[src/rtl/delay_data_pipe.sv]
// delay_data_pipe: DEPTH-stage enable-gated delay line with per-stage valid bits and an occupancy count.
// Define DELAY_PIPE_FLUSH_EN to add a synchronous flush port that clears all valid state.
module delay_data_pipe #(
   parameter  int WIDTH = 16,
   parameter  int DEPTH = 4,
   localparam int OCC_W = $clog2(DEPTH + 1)
) (
   input  logic             clk,
   input  logic             rst_n,
   input  logic             en,
   input  logic [WIDTH-1:0] data_in,
   input  logic             valid_in,
`ifdef DELAY_PIPE_FLUSH_EN
   input  logic             flush,
`endif
   output logic [WIDTH-1:0] data_out,
   output logic             valid_out,
   output logic [OCC_W-1:0] occupancy,
   output logic             full
);

   logic             clear;
   logic [WIDTH-1:0] data_q  [DEPTH];
   logic [WIDTH-1:0] data_d  [DEPTH];
   logic [DEPTH-1:0] valid_q;
   logic [DEPTH-1:0] valid_d;
   logic [OCC_W-1:0] occ_q;
   logic [OCC_W-1:0] occ_d;
   logic [OCC_W:0]   occ_sum;

`ifdef DELAY_PIPE_FLUSH_EN
   assign clear = flush;
`else
   assign clear = 1'b0;
`endif

   genvar gi;
   for (gi = 0; gi < DEPTH; gi++) begin : g_stage
      if (gi == 0) begin : g_head
         assign data_d[gi]  = data_in;
         assign valid_d[gi] = valid_in;
      end else begin : g_body
         assign data_d[gi]  = data_q[gi-1];
         assign valid_d[gi] = valid_q[gi-1];
      end
   end

   // One extra bit of headroom; the count is bounded 0..DEPTH so truncation is lossless.
   assign occ_sum = {1'b0, occ_q}
                  + {{OCC_W{1'b0}}, valid_in}
                  - {{OCC_W{1'b0}}, valid_q[DEPTH-1]};
   assign occ_d   = occ_sum[OCC_W-1:0];

   // Flush wins over en: valid state clears, data holds and nothing shifts.
   always_ff @(posedge clk or negedge rst_n) begin
      if (!rst_n) begin
         for (int i = 0; i < DEPTH; i++) begin
            data_q[i] <= '0;
         end
         valid_q <= '0;
         occ_q   <= '0;
      end else if (clear) begin
         valid_q <= '0;
         occ_q   <= '0;
      end else if (en) begin
         for (int i = 0; i < DEPTH; i++) begin
            data_q[i] <= data_d[i];
         end
         valid_q <= valid_d;
         occ_q   <= occ_d;
      end
   end

   assign data_out  = data_q[DEPTH-1];
   assign valid_out = valid_q[DEPTH-1];
   assign occupancy = occ_q;
   assign full      = (occ_q == OCC_W'(DEPTH));

endmodule

[config.mk]
export PLATFORM = sky130hd
export DESIGN_NAME = delay_data_pipe
export DESIGN_NICKNAME = d
export VERILOG_FILES = /design/src/rtl/delay_data_pipe.sv
export SDC_FILE = /design/constraint.sdc
export NUM_CORES = 1
export LEC_CHECK = 0
export ABC_CLOCK_PERIOD_IN_PS = 3800
export BUFFER_PORTS_ARGS = -buffer_cell sky130_fd_sc_hd__buf_2
export CORE_MARGIN = 2
export CORE_UTILIZATION = 40
export DETAILED_ROUTE_END_ITERATION = 7
export GPL_TIMING_DRIVEN = 0
export PLACE_DENSITY_LB_ADDON = 0.25
export SLEW_MARGIN = 20
export SYNTH_ARGS = -nofsm -noshare
export SYNTH_HDL_FRONTEND = slang
export SYNTH_SLANG_ARGS = --single-unit
[constraint.sdc]
create_clock -name clk -period 3.8 [get_ports clk]
set_input_delay 0.19 -clock clk [delete_from_list [all_inputs] [get_ports clk]]
set_output_delay 0.19 -clock clk [all_outputs]
set_load 0.005 [all_outputs]
==> metrics.md <==
| Metric | Value |
|---|---|
| Status | `complete, no violations` |
| Port Buffers | `39` |
| Initial antenna violation count | `0` |
| R2r startpoint | `occupancy[0]` |
| Multi-input logic area | `1100 um2` |
| Ant. Diodes | `0` |
| Htree depth | `3` |
| Area delta synth->final | `18.6%` |
| Worst EP arrival | `1980 ps` |
| Cell Area, Synth | `3040 um2` |
| Gr ovfl total | `0` |
| Final Total Pwr | `2.01 mW` |
| Sequential area share after synthesis | `0.584` |
| Setup violations, final | `0` |
| Core area | `7290 um2` |
| Synthesized area per cell | `18.9 um2` |
| Worst vdd ir | `0.346 mV` |
| Simple logic cell fraction of the synthesized area | `0.00452` |
| YS warnings | `0` |
| Post-synthesis mux area share | `0.336` |
| P_int | `1.51 mW` |
| Vias | `1415` |
| PwrDens | `557 nW/um2` |
| Combinational share of power | `0.206` |
| WS Path Type | `reg -> reg` |
| Detail Placement HPWL | `3030 um` |
| Hold path start | `data_in[10]` |
| Clock-pin slew on the worst setup and hold paths | `70 ps` |
| Most common cell in the netlist | `dfrtp_1` |
| Die Y | `91.2 um` |
| Core Util, Final | `0.495` |
| Adder-Cell Fraction of Synth Area | `0.0148` |
| Hold Crit Class | `in -> reg` |
| P_leak | `1.80 nW` |
| Yosys top cell by area | `dfrtp_1` |
| Top cell type's share of synthesized area | `0.584` |
| R2R setup slack | `2050 ps` |
| Post-CTS Setup Inserts | `0` |
| Max-Cap Viols | `0` |
| Crit-path max FO | `3` |
| Max Root-Sink Buffers | `2` |
| Switching pwr | `498 uW` |
| Cell area after layout | `3610 um2` |
| Vias in the first global route | `1489` |
| Seq pwr share | `0.491` |
| Final worst path period need | `1750 ps` |
| Count of flip-flops with a built-in enable after synthesis | `0` |
| Largest family of logic cells by synthesized area | `multiplexers` |
| Nets | `236` |
| Largest net degree at the start of global routing | `50` |
| Worst EP required | `4020 ps` |
| Non-Filler Instances | `317` |
| CP startpoint kind | `flip-flop` |
| CTS tree | `done` |
| Unrepaired setup endpoints after global routing | `no` |
| Post-DRT Antenna Nets | `0` |
| FF-to-FF End | `occupancy[2]` |
| Slew @ Worst Pin | `321 ps` |
| Clk sinks | `71` |
| Net Sw Frac | `0.247` |
| Worst hold endpoint | `data_d[42]` |
| Worst setup EP type | `flip-flop` |
| 1st-pass router iterations | `4` |
| Routability cong. | `0.657` |
| Die Wd | `91.2 um` |
| DRT iter0 DRCs | `41` |
| Total track usage | `0.123` |
| Fillcell total | `633` |
| DR DRC count | `0` |
| IO Pins | `41` |
| Clk_skew | `7.20 ps` |
| Dpl cell area | `3390 um2` |
| Rows | `31` |
| Ratio of cells with drive above 1 in the final layout | `0.606` |
| DRT Wirelength | `4420 um` |
| Full die area | `8320 um2` |
| Final Hold Viols | `0` |
| Num CTS Buffers | `9` |
| Max-slew violations | `0` |
| Dpl cells | `300` |
| Ranking of synthesized cells by area | `dfrtp_1 (58%), mux2_4 (33%), buf_12 (3.9%)` |
| Compound-gate portion of the synthesized area | `0.00164` |
| Number of synthesized register bits | `71` |
| WL per Instance | `13.9 um` |
| Top_reg_cell synth | `dfrtp_1` |
| Hold Path Cell Cnt | `2` |
| Worst-skew pair later-pin latency | `330 ps` |
| Rel. slew slack | `0.786` |
| Clock power frac | `0.303` |
| Fin Setup TNS | `0 ps` |
| Mapped Cells | `161` |
| Post-synthesis xor/xnor area fraction | `0.00576` |
| CTS root buf | `clkbuf_8` |
| Share of flip-flops with an asynchronous set or reset | `1.00` |
| First-pass GRT wire length | `7780 um` |
| Final worst-path cycle share | `0.462` |
| F_max | `570 MHz` |
| Most frequent cells after synthesis | `dfrtp_1 (71), mux2_4 (66), buf_12 (6), inv_1 (4)` |
| Worst-case reg-to-reg path depth | `9` |
| Synth unique cells | `15` |
| Starting Density | `0.417` |
| Routed vias/inst | `4.46` |
| Reg area | `1780 um2` |
| Syn nets | `184` |
==> placed cells by master (no fill, tap or decap), types with 2 or more instances in the layout <==
cell type / count
nand2_1: 2
dfrtp_1: 71
mux2_2: 2
mux2_4: 66
ha_1: 2
buf_12: 6
clkinv_2: 2
buf_2: 38
clkbuf_8: 11
inv_1: 4
==> critical path: stages (launching register included) <==
cell     delay, ps
dfrtp_1        390
inv_1           90
ha_1           230
inv_1           50
ha_1           120
inv_1           40
fa_1           370
xor2_1         160
nand2_1         80
xnor2_1        120
==> logic make-up (layout without fill, tap and decap cells) <==
group	after synthesis	in the layout
DFF	71	71
and+or+nand+nor	3	3
adders and majority gates	3	3
xor gates and xnor gates	2	2
muxes	69	69
AOI/OAI and AO/OA	1	1
buffers and inverters	12	69
==> layout make-up <==
cell class,count,share of cell area
clock inverters,5,0.0156
multi-input cells,78,0.306
inverters,4,0.00416
repair buffers,41,0.0652
plain buffers,8,0.0406
flip-flops and latches,71,0.492
clock buffers,11,0.0419
well taps,99,0.0343
==> power by group through the flow <==
stage,Combinational (mW),Sequential (mW),Clock [mW]
detailed placement,0.422,1.00,0
finish,0.415,0.986,0.610
floorplan,0.291,0.986,0
global placement,0.404,0.999,0
CTS,0.424,0.989,0.636
global route,0.461,1.01,0.667
==> routing by layer <==
metal  GRT usage  wire length [um]
met5           0                 0
met1       0.171              2150
met3      0.0539               258
met4      0.0379                54
met2       0.175              1960
==> worst max path at each step <==
stage / startpoint / end / slack (ps) / cells after the start
final: occupancy[0] / occupancy[2] / 2050 / 9
after floorplan: valid_q[3] / occupancy[2] / 2100 / 8
after CTS: occupancy[0] / occupancy[2] / 2040 / 9
after global placement: valid_q[3] / occupancy[2] / 2070 / 8
after detailed placement: occupancy[0] / occupancy[2] / 2060 / 9
after global routing: occupancy[0] / occupancy[2] / 1900 / 9
==> per-stage QoR <==
step | hold WS, ps | worst slack, ps
after floorplan | -106 | 2100
after global placement | 422 | 2070
after detailed placement | 114 | 2060
after CTS | 52.6 | 2040
after global routing | 51.9 | 1900
final | 77.6 | 2050
==> flip-flops by register name, indices dropped and copies added, names as in the netlist <==
name       flops
valid_q        4
data_d        48
data_out      16
occupancy      3
==> what timing repair did <==
| item | CTS | global route |
|---|---|---|
| hold buffers | 1 | 0 |
| resized for setup | 0 | 0 |
| endpoints found under the hold margin | 22 | 0 |
(Power assumes the default switching activity.)
